[config.mk]
export PLATFORM = sky130hd
export DESIGN_NAME = eth_tx_fifo_reader_flat
export DESIGN_NICKNAME = d
export VERILOG_FILES = /design/src/rtl/eth_tx_fifo_reader_if.sv /design/src/rtl/eth_tx_fifo_reader.sv /design/src/flat_wrapper.sv
export SDC_FILE = /design/constraint.sdc
export NUM_CORES = 1
export LEC_CHECK = 0
export ABC_AREA = 1
export CORE_UTILIZATION = 45
export CTS_CLUSTER_SIZE = 10
export DETAILED_ROUTE_END_ITERATION = 10
export GPL_ROUTABILITY_DRIVEN = 0
export GPL_TIMING_DRIVEN = 0
export PLACE_DENSITY = 0.71
export SYNTH_ARGS = -nofsm -noshare
export SYNTH_HDL_FRONTEND = slang
export SYNTH_SLANG_ARGS = --single-unit
[constraint.sdc]
create_clock -name rclk -period 2.7 [get_ports rclk]
set_input_delay 0.54 -clock rclk [delete_from_list [all_inputs] [get_ports rclk]]
set_output_delay 0.54 -clock rclk [all_outputs]
set_load 0.005 [all_outputs]
[src/rtl/eth_tx_fifo_reader_if.sv]
// Bundle between the tx FIFO reader and its neighbours. The controller
// drives start/frame_len, the async FIFO drives empty/data, and the GMII side
// consumes tx_en/tx_er/txd.
interface eth_tx_fifo_reader_if #(
    parameter int LEN_W = 11
);
    logic             start;
    logic [LEN_W-1:0] frame_len;
    logic             busy;
    logic             done;
    logic             fifo_empty;
    logic [7:0]       fifo_data;
    logic             fifo_rd_en;
    logic             tx_en;
    logic             tx_er;
    logic [7:0]       txd;
    logic             underrun;

    // Environment side: requests frames, owns the FIFO, observes the byte stream.
    modport master (
        output start, frame_len, fifo_empty, fifo_data,
        input  busy, done, fifo_rd_en, tx_en, tx_er, txd, underrun
    );

    // Reader side.
    modport slave (
        input  start, frame_len, fifo_empty, fifo_data,
        output busy, done, fifo_rd_en, tx_en, tx_er, txd, underrun
    );
endinterface

[src/rtl/eth_tx_fifo_reader.sv]
// Read-side consumer of the encapsulation FIFO. For each start request it
// emits preamble, SFD, the frame payload drained from the FIFO, zero padding
// up to MIN_LEN, then holds off for IFG_LEN idle byte-times. A FIFO that runs
// dry mid-payload ends the frame with a single tx_er byte.
module eth_tx_fifo_reader #(
    parameter int PTR_LEN = 3,
    parameter int MIN_LEN = 60,
    parameter int IFG_LEN = 12,
    parameter int LEN_W   = 11
) (
    input  logic                 rclk,
    input  logic                 rd_srst,
    eth_tx_fifo_reader_if.slave  bus
);

    // Counters share one LEN_W register, so both MIN_LEN and IFG_LEN must fit.
    if (PTR_LEN < 1 || MIN_LEN < 1 || IFG_LEN < 1 ||
        MIN_LEN > (1 << LEN_W) || IFG_LEN > (1 << LEN_W)) begin : g_bad_params
        $error("eth_tx_fifo_reader: parameter out of range");
    end

    localparam logic [LEN_W-1:0] PRE_LAST  = LEN_W'(6);
    localparam logic [LEN_W-1:0] PAD_LAST  = LEN_W'(MIN_LEN - 1);
    localparam logic [LEN_W-1:0] IFG_LAST  = LEN_W'(IFG_LEN - 1);
    localparam logic [LEN_W-1:0] MIN_LEN_W = LEN_W'(MIN_LEN);

    typedef enum logic [2:0] {
        S_IDLE, S_PRE, S_SFD, S_PAY, S_PAD, S_ERR, S_IFG
    } state_t;

    state_t           state_q, state_d;
    logic [LEN_W-1:0] cnt_q, cnt_d;
    logic [LEN_W-1:0] len_q, len_d;
    logic             tx_en_q, tx_en_d;
    logic             tx_er_q, tx_er_d;
    logic [7:0]       txd_q, txd_d;
    logic             pay_sel_q, pay_sel_d;
    logic             busy_q, busy_d;
    logic             done_q, done_d;
    logic             underrun_q, underrun_d;
    logic             rd_sched_q, rd_sched_d;

    logic [LEN_W-1:0] pay_last;
    logic             rd_miss;

    // Only used while len_q > 0, so the decrement never wraps.
    assign pay_last = len_q - LEN_W'(1);
    // A read was due this cycle but the FIFO had nothing to give.
    assign rd_miss  = rd_sched_q & bus.fifo_empty;

    // Next state, byte counter and the registered outputs for the next cycle.
    always_comb begin
        state_d    = state_q;
        cnt_d      = cnt_q;
        len_d      = len_q;
        tx_en_d    = 1'b0;
        tx_er_d    = 1'b0;
        txd_d      = 8'h00;
        pay_sel_d  = 1'b0;
        underrun_d = 1'b0;
        done_d     = 1'b0;
        rd_sched_d = 1'b0;

        case (state_q)
            S_IDLE: begin
                if (bus.start) begin
                    state_d = S_PRE;
                    cnt_d   = '0;
                    len_d   = bus.frame_len;
                end
            end
            S_PRE: begin
                if (cnt_q == PRE_LAST) begin
                    state_d = S_SFD;
                    cnt_d   = '0;
                end else begin
                    cnt_d = cnt_q + LEN_W'(1);
                end
            end
            S_SFD: begin
                cnt_d = '0;
                if (len_q == '0)  state_d = S_PAD;
                else if (rd_miss) state_d = S_ERR;
                else              state_d = S_PAY;
            end
            S_PAY: begin
                if (rd_miss) begin
                    state_d = S_ERR;
                    cnt_d   = '0;
                end else if (cnt_q == pay_last) begin
                    if (len_q >= MIN_LEN_W) begin
                        state_d = S_IFG;
                        cnt_d   = '0;
                    end else begin
                        // Padding continues the byte count up to MIN_LEN.
                        state_d = S_PAD;
                        cnt_d   = cnt_q + LEN_W'(1);
                    end
                end else begin
                    cnt_d = cnt_q + LEN_W'(1);
                end
            end
            S_PAD: begin
                if (cnt_q == PAD_LAST) begin
                    state_d = S_IFG;
                    cnt_d   = '0;
                end else begin
                    cnt_d = cnt_q + LEN_W'(1);
                end
            end
            S_ERR: begin
                state_d = S_IFG;
                cnt_d   = '0;
            end
            S_IFG: begin
                if (cnt_q == IFG_LAST) begin
                    state_d = S_IDLE;
                    cnt_d   = '0;
                end else begin
                    cnt_d = cnt_q + LEN_W'(1);
                end
            end
            default: begin
                state_d = S_IDLE;
                cnt_d   = '0;
            end
        endcase

        case (state_d)
            S_PRE: begin
                tx_en_d = 1'b1;
                txd_d   = 8'h55;
            end
            S_SFD: begin
                tx_en_d    = 1'b1;
                txd_d      = 8'hD5;
                // First read issued here so byte 0 is on fifo_data in PAY.
                rd_sched_d = (len_d != '0);
            end
            S_PAY: begin
                tx_en_d    = 1'b1;
                pay_sel_d  = 1'b1;
                // One read ahead: the last payload byte needs no new read.
                rd_sched_d = (cnt_d < pay_last);
            end
            S_PAD: begin
                tx_en_d = 1'b1;
            end
            S_ERR: begin
                tx_en_d    = 1'b1;
                tx_er_d    = 1'b1;
                underrun_d = 1'b1;
            end
            S_IFG: begin
                done_d = (cnt_d == IFG_LAST);
            end
            default: ;
        endcase

        busy_d = (state_d != S_IDLE);
    end

    // State and output registers; synchronous reset overrides everything.
    always_ff @(posedge rclk) begin
        if (rd_srst) begin
            state_q    <= S_IDLE;
            cnt_q      <= '0;
            len_q      <= '0;
            tx_en_q    <= 1'b0;
            tx_er_q    <= 1'b0;
            txd_q      <= 8'h00;
            pay_sel_q  <= 1'b0;
            busy_q     <= 1'b0;
            done_q     <= 1'b0;
            underrun_q <= 1'b0;
            rd_sched_q <= 1'b0;
        end else begin
            state_q    <= state_d;
            cnt_q      <= cnt_d;
            len_q      <= len_d;
            tx_en_q    <= tx_en_d;
            tx_er_q    <= tx_er_d;
            txd_q      <= txd_d;
            pay_sel_q  <= pay_sel_d;
            busy_q     <= busy_d;
            done_q     <= done_d;
            underrun_q <= underrun_d;
            rd_sched_q <= rd_sched_d;
        end
    end

    // Payload bytes come straight off the FIFO's registered read port under a
    // registered select; re-registering them would break the one-ahead read
    // schedule. The read strobe is gated live so an empty FIFO is never popped.
    assign bus.txd        = pay_sel_q ? bus.fifo_data : txd_q;
    assign bus.fifo_rd_en = rd_sched_q & ~bus.fifo_empty;
    assign bus.tx_en      = tx_en_q;
    assign bus.tx_er      = tx_er_q;
    assign bus.busy       = busy_q;
    assign bus.done       = done_q;
    assign bus.underrun   = underrun_q;

endmodule
[src/flat_wrapper.sv]
// flat-port wrapper written by rule: the top's interface ports become plain ports
module eth_tx_fifo_reader_flat 
#(
    parameter int PTR_LEN = 3,
    parameter int MIN_LEN = 60,
    parameter int IFG_LEN = 12,
    parameter int LEN_W   = 11
)
  (rclk, rd_srst, bus_start, bus_frame_len, bus_fifo_empty, bus_fifo_data, bus_busy, bus_done, bus_fifo_rd_en, bus_tx_en, bus_tx_er, bus_txd, bus_underrun);
  eth_tx_fifo_reader_if #(.LEN_W(LEN_W)) bus_i ();
  input  logic rclk;
  input  logic rd_srst;
  input wire logic [$bits(bus_i.start)-1:0] bus_start;
  input wire logic [$bits(bus_i.frame_len)-1:0] bus_frame_len;
  input wire logic [$bits(bus_i.fifo_empty)-1:0] bus_fifo_empty;
  input wire logic [$bits(bus_i.fifo_data)-1:0] bus_fifo_data;
  output wire logic [$bits(bus_i.busy)-1:0] bus_busy;
  output wire logic [$bits(bus_i.done)-1:0] bus_done;
  output wire logic [$bits(bus_i.fifo_rd_en)-1:0] bus_fifo_rd_en;
  output wire logic [$bits(bus_i.tx_en)-1:0] bus_tx_en;
  output wire logic [$bits(bus_i.tx_er)-1:0] bus_tx_er;
  output wire logic [$bits(bus_i.txd)-1:0] bus_txd;
  output wire logic [$bits(bus_i.underrun)-1:0] bus_underrun;
  assign bus_i.start = bus_start;
  assign bus_i.frame_len = bus_frame_len;
  assign bus_i.fifo_empty = bus_fifo_empty;
  assign bus_i.fifo_data = bus_fifo_data;
  assign bus_busy = bus_i.busy;
  assign bus_done = bus_i.done;
  assign bus_fifo_rd_en = bus_i.fifo_rd_en;
  assign bus_tx_en = bus_i.tx_en;
  assign bus_tx_er = bus_i.tx_er;
  assign bus_txd = bus_i.txd;
  assign bus_underrun = bus_i.underrun;
  eth_tx_fifo_reader #(.PTR_LEN(PTR_LEN), .MIN_LEN(MIN_LEN), .IFG_LEN(IFG_LEN), .LEN_W(LEN_W)) u_core (.rclk(rclk), .rd_srst(rd_srst), .bus(bus_i));
endmodule
Yosys cells after proc, flatten, opt, wreduce, memory -nomap -nowiden:

Cells that the tools add are included.

* add/subtract/negate cells: 2
* mux-type cells: 26
* equal/unequal tests: 17
* bitwise gates (word level): 4
* reductions and logical operators: 6
* magnitude comparators: 2

Operators with widths (count)
* two-way mux 11 bit: 9
* one-hot mux 11 bit (5 select lines): 1
* two-way mux 3 bit: 8
* == test 11 x 4 -> 1 bit, second input constant: 2
* one-hot mux 3 bit (7 select lines): 1
* == test 3 bit, second input constant: 6
* one-hot mux 8 bit (2 select lines): 1
* == test 3 x 2 -> 1 bit, second input constant: 4
* adder 11 x 1 -> 11 bit, second input constant: 1
* == test 11 bit: 1
* == test 11 x 3 -> 1 bit, second input constant: 1
* == test 11 x 6 -> 1 bit, second input constant: 1
* >= comparator 11 x 6 -> 1 bit, second input constant: 1
* logical NOT 11 bit: 1
* < comparator 11 bit: 1
* nonzero test 11 bit: 1
* subtractor 11 x 1 -> 11 bit, second input constant: 1
* two-way mux 8 bit: 1
* == test 3 x 1 -> 1 bit, second input constant: 2
* OR reduction 5 bit: 1
* logical NOT 3 bit: 1
* two-way mux 1 bit: 3
* nonzero test 3 bit: 1
* bitwise AND 1 bit: 2
* 4 further kinds: 5

* logic and storage cells: 67
* output and inout port bits: 14
* flip-flop bits (word level): 39

Logic depth before layout (Yosys ltp):

Gate-level depths: netlist (run 1).

* depth in word-level cells: 8
* depth in mapped cells: 25

Worst setup path after synthesis (run 1):

Ideal clock, no wire load.

* path kind: reg-to-reg
* start point: register u_core.len_q[0]
* end point: register u_core.rd_sched_q
* path slack: -0.019 ns
* required time: 2.587 ns
* setup time: 0.113 ns
* arrival time: 2.606 ns
* stages on the path, launching flop included: 25
* clock period less this slack: 2.719 ns
* path buffers: 1
* path through: dfxtp_1 inv_2 ha_1 buf_2 inv_1 nand2_1 nand3_1 nand2_1 nor2_1 nand3_1 nor2_1 nand2_1 nor2_4 nand3_4 nand2_4 nand2_4 nand2_1 o21ai_0 ha_1 nand2_1 o21a_1 o211ai_1 nor2_1 nand2_1 nand2_1

* cells in the longest elaborated chain, start to end: 7
* elaborated cells between the ends (all ways): 20
* those cells by class: add/sub: 1; order compare: 2; eq/ne: 3; mux: 12; reduce/logical: 2

RTL lines
* start: declaration: line eth_tx_fifo_reader.sv:33 `logic [LEN_W-1:0] len_q, len_d;`
* start signal: assignment: line eth_tx_fifo_reader.sv:180 `len_q <= len_d;`
* subtractor 11 x 1 -> 11 bit / >= comparator 11 x 6 -> 1 bit (equally long branches): line eth_tx_fifo_reader.sv:47, eth_tx_fifo_reader.sv:91
* == test 11 bit / two-way mux 11 bit (equally long branches): line eth_tx_fifo_reader.sv:90, eth_tx_fifo_reader.sv:91
* two-way mux 11 bit (*): line eth_tx_fifo_reader.sv:90 `end else if (cnt_q == pay_last) begin`
* two-way mux 11 bit (*): line eth_tx_fifo_reader.sv:87 `if (rd_miss) begin`
* one-hot mux 11 bit (5 select lines) (*): line eth_tx_fifo_reader.sv:64 `case (state_q)`
* named net u_core.cnt_d[6]: line eth_tx_fifo_reader.sv:32 `logic [LEN_W-1:0] cnt_q, cnt_d;`
* < comparator 11 bit (*): line eth_tx_fifo_reader.sv:144 `rd_sched_d = (cnt_d < pay_last);`
* one-hot mux 1 bit (2 select lines) (*): line eth_tx_fifo_reader.sv:129 `case (state_d)`
* end signal: assignment: line eth_tx_fifo_reader.sv:188 `rd_sched_q <= rd_sched_d;`
* end: declaration: line eth_tx_fifo_reader.sv:41 `logic rd_sched_q, rd_sched_d;`

Mark *: on every way through the listed nets, which the timed path passes. The rest lies on a longest branch.
A chain may end at the register's enable or synchronous reset.

Worst setup path in the final report (run 1):

* start point: register u_core.len_q[1]
* end point: register u_core.rd_sched_q

Same word-level chain as after synthesis.

==> results of run 1 <==
## metal layers
layer	global-route usage [%]	vias to the layer above	wire length [um]
met5	0	-	0
met2	40.80	90	3483
met4	9.434	0	210
met3	3.412	16	376
li1	-	1457	-
met1	32.97	1301	3378
## synthesized netlist by cell type
master / instances
nand3_4: 1
nor2_4: 5
nor3_1: 7
o21ai_1: 4
nand2_4: 4
nand3b_1: 1
xnor3_1: 1
nand2_1: 120
buf_4: 1
o21ai_0: 17
nor4_1: 2
nor2_1: 55
o21a_1: 2
a21oi_1: 12
dfxtp_1: 33
a31oi_1: 3
inv_1: 56
nor3_2: 1
clkbuf_1: 6
nor2_2: 3
a221oi_1: 1
inv_2: 2
ha_1: 13
a21o_1: 1
nand2_2: 5
buf_2: 2
xor2_1: 10
nand4_1: 9
o211ai_1: 2
nand3_1: 40
## how the worst max path moves through the flow
stage                                          start                      endpoint  cells after the start
after floorplan           u_core.len_q[0]$_SDFF_PP0_  u_core.rd_sched_q$_SDFF_PP0_                     24
after global placement    u_core.len_q[0]$_SDFF_PP0_  u_core.rd_sched_q$_SDFF_PP0_                     24
after detailed placement  u_core.len_q[0]$_SDFF_PP0_  u_core.rd_sched_q$_SDFF_PP0_                     25
after CTS                 u_core.len_q[0]$_SDFF_PP0_  u_core.rd_sched_q$_SDFF_PP0_                     25
after global routing      u_core.len_q[5]$_SDFF_PP0_  u_core.rd_sched_q$_SDFF_PP0_                     22
final                     u_core.len_q[1]$_SDFF_PP0_  u_core.rd_sched_q$_SDFF_PP0_                     24
## state kept, by name, indices dropped and copies added (netlist names)
signal and cells:
u_core.txd_q 2, u_core.bus.busy 1, u_core.bus.tx_er 1, u_core.len_q 11, u_core.cnt_q 11, u_core.bus.done 1, u_core.state_q 3, u_core.pay_sel_q 1
u_core.rd_sched_q 1, u_core.bus.tx_en 1
## where the power goes
group          switching (uW)  internal, uW  total [uW]
logic                     235           169         404
registers                21.0           505         526
clock network             194           231         425
## worst max-delay path: stages, from the launching register on
cell and delay (ps):
dfxtp_2 340, inv_2 50, ha_4 150, buf_6 120, buf_4 150, nand3_2 80, nand2_1 70, nand3_1 80
nand2_1 50, nor2_1 90, nand2_1 90, nor2_4 160, nand3_4 110, nand2_4 110, nand2_8 110, nand2_4 110
nand2_2 70, ha_4 270, nand2_2 50, inv_2 80, nand3_4 80, o211ai_1 210, nor2_1 100, nand2_1 80
nand2_1 50
## metrics by stage
stage,std cells,area (um^2),utilization [%]
floorplan,419,2576,-
global placement,526,3017,54.78
detailed placement,526,3017,54.78
CTS,543,3247,58.96
global route,550,3490,63.37
finish,550,3490,63.37
## what timing repair did
action,CTS,global route
buffers inserted,9,7
setup endpoints to repair,1,4
pin swaps,15,27
gates resized for setup,18,37
endpoints found under the hold margin,0,0
## final cells by class
type / count / area (um^2)
repair buffers: 51 / 474.2
clock buffers: 7 / 96.34
flip-flops and latches: 33 / 664.4
inverters: 58 / 220.2
clock inverters: 1 / 5.005
plain buffers: 9 / 46.29
fillers: 517 / 2017
multi-input cells: 319 / 1893
well taps: 72 / 90.09
## cells by family (layout without fill, tap and decap cells)
logic type / after synthesis / count (layout) / synth area share (%)
adder cells (fa/ha/maj): 13 / 13 / 6.332
XOR/XNOR: 11 / 11 / 4.286
AND/OR/NAND/NOR: 253 / 253 / 44.67
flip-flops: 33 / 33 / 25.72
buffers and inverters: 67 / 126 / 10.03
AO/OA/AOI/OAI: 42 / 42 / 8.962
==> summary.md, run 1 <==
| Metric | Value |
|---|---|
| Outcome | finished, violations left |
| Failing checks | negative setup slack |
| Nets | 513 |
| Drt pass-1 iters | 5 |
| Placement Setup Slack | -470.6 ps |
| Initial Util | 46.65% |
| Die footprint | 6014 um^2 |
| WL/cell | 13.54 um |
| RSZ-0062 raised after global routing | true |
| Gr usage total | 24.90% |
| Worst-Margin Slew | 591.0 ps |
| Worst Hold Path EP | u_core.txd_q[6]$_SDFF_PP0_ |
| First-pass GRT wire length | 11810 um |
| Final setup fails | 1 |
| Slew headroom | 60.60% |
| Number of core rows | 27 |
| Die span in y | 77.55 um |
| Initial drt markers | 182 |
| Min-delay src | rd_srst |
| Peak supply drop | 0.2339 mV |
| Final hold vios | 0 |
| Crit path time final | 2968 ps |
| Fmax | 0.3370 GHz |
| Most frequent cells in the layout | nand2_1, inv_1, nor2_1, nand3_1, clkdlybuf4s50_1 |
| WP data required | 2890 ps |
| CTS max path bufs | 2 |
| Worst-Skew Late Latency | 290 ps |
| PortBufs | 35 |
| Drt via density | 5.207 |
| Hold depth | 2 |
| Worst-path clk slew | 70 ps |
| Initial antenna violation count | 0 |
| Worst Setup Slack, final | -267.5 ps |
| Clock Skew | 3.789 ps |
| DRC Markers | 0 |
| Setup TNS | -267.5 ps |
| Vias in the first global route | 2562 |
| Core area | 5507 um^2 |
| Syn Nets | 455 |
| Clock Tree Root | clkbuf_8 |
| Total CTS buffers | 5 |
| Area delta synth->final | 35.85% |
| Leak | 0.001695 uW |
| Reg2reg setup slack | -270 ps |
| GRT overflow | 0 |
| Crit-path max FO | 8 |
| Fin. max-slew vios | 0 |
| Area of the mapped netlist | 2569 um^2 |
| Mapped Avg Cell Area | 6.131 um^2 |
| Power density cells | 388.2 nW/um^2 |
| Final WL | 7449 um |
| Largest net degree at the start of global routing | 11 |
| Antenna Violating Nets Remaining | 0 |
| Sequential area share after synthesis | 25.72% |
| # diodes | 0 |
| DIE WIDTH | 77.55 um |
| Reg-to-Reg End | u_core.rd_sched_q$_SDFF_PP0_ |
| Cell taking the most area after synthesis | dfxtp_1 |
| Worst r2r path cells | 24 |
| Post-CTS Hold Fix Bufs | 0 |
| CTS sink cnt | 33 |
| CP endpoint kind | flip-flop |
| Commonest non-fill, non-tap cell in the layout | nand2_1 |
| Hold WS | 563.1 ps |
| HPWL Detailed | 5503 um |
| Worst EP arrival | 3160 ps |
| I/O Pins | 37 |
| Period utilization | 109.9% |
| Ranking of synthesized cells by area | dfxtp_1, nand2_1, inv_1 |
| H-tree levels | 2 |
| Worst Setup Path Type | reg2reg |
| Post-synth top area share | 25.72% |
| CTS tree | done |
| Startpoint class of the critical path | flip-flop |
| Ys Warns | 0 |
| Max cap viols | 0 |
| Flops & latches, synth | 33 |
| Mapped Cells | 419 |
| Hold WC Path Type | in2reg |
| Via count | 2864 |
| FF-to-FF Start | u_core.len_q[1]$_SDFF_PP0_ |
| Tot Pwr | 1355 uW |
| Share of layout cells above drive strength 1 | 18.83% |
| Unique masters post-synth | 30 |
Note: power is estimated with default switching activity, not from simulation.
==> run 2, diff against run 1 <==
Settings changed: CTS_CLUSTER_DIAMETER set to 100.
==> results of run 2 <==
The final DEF is identical to that of run 1; final timing and power are the same.
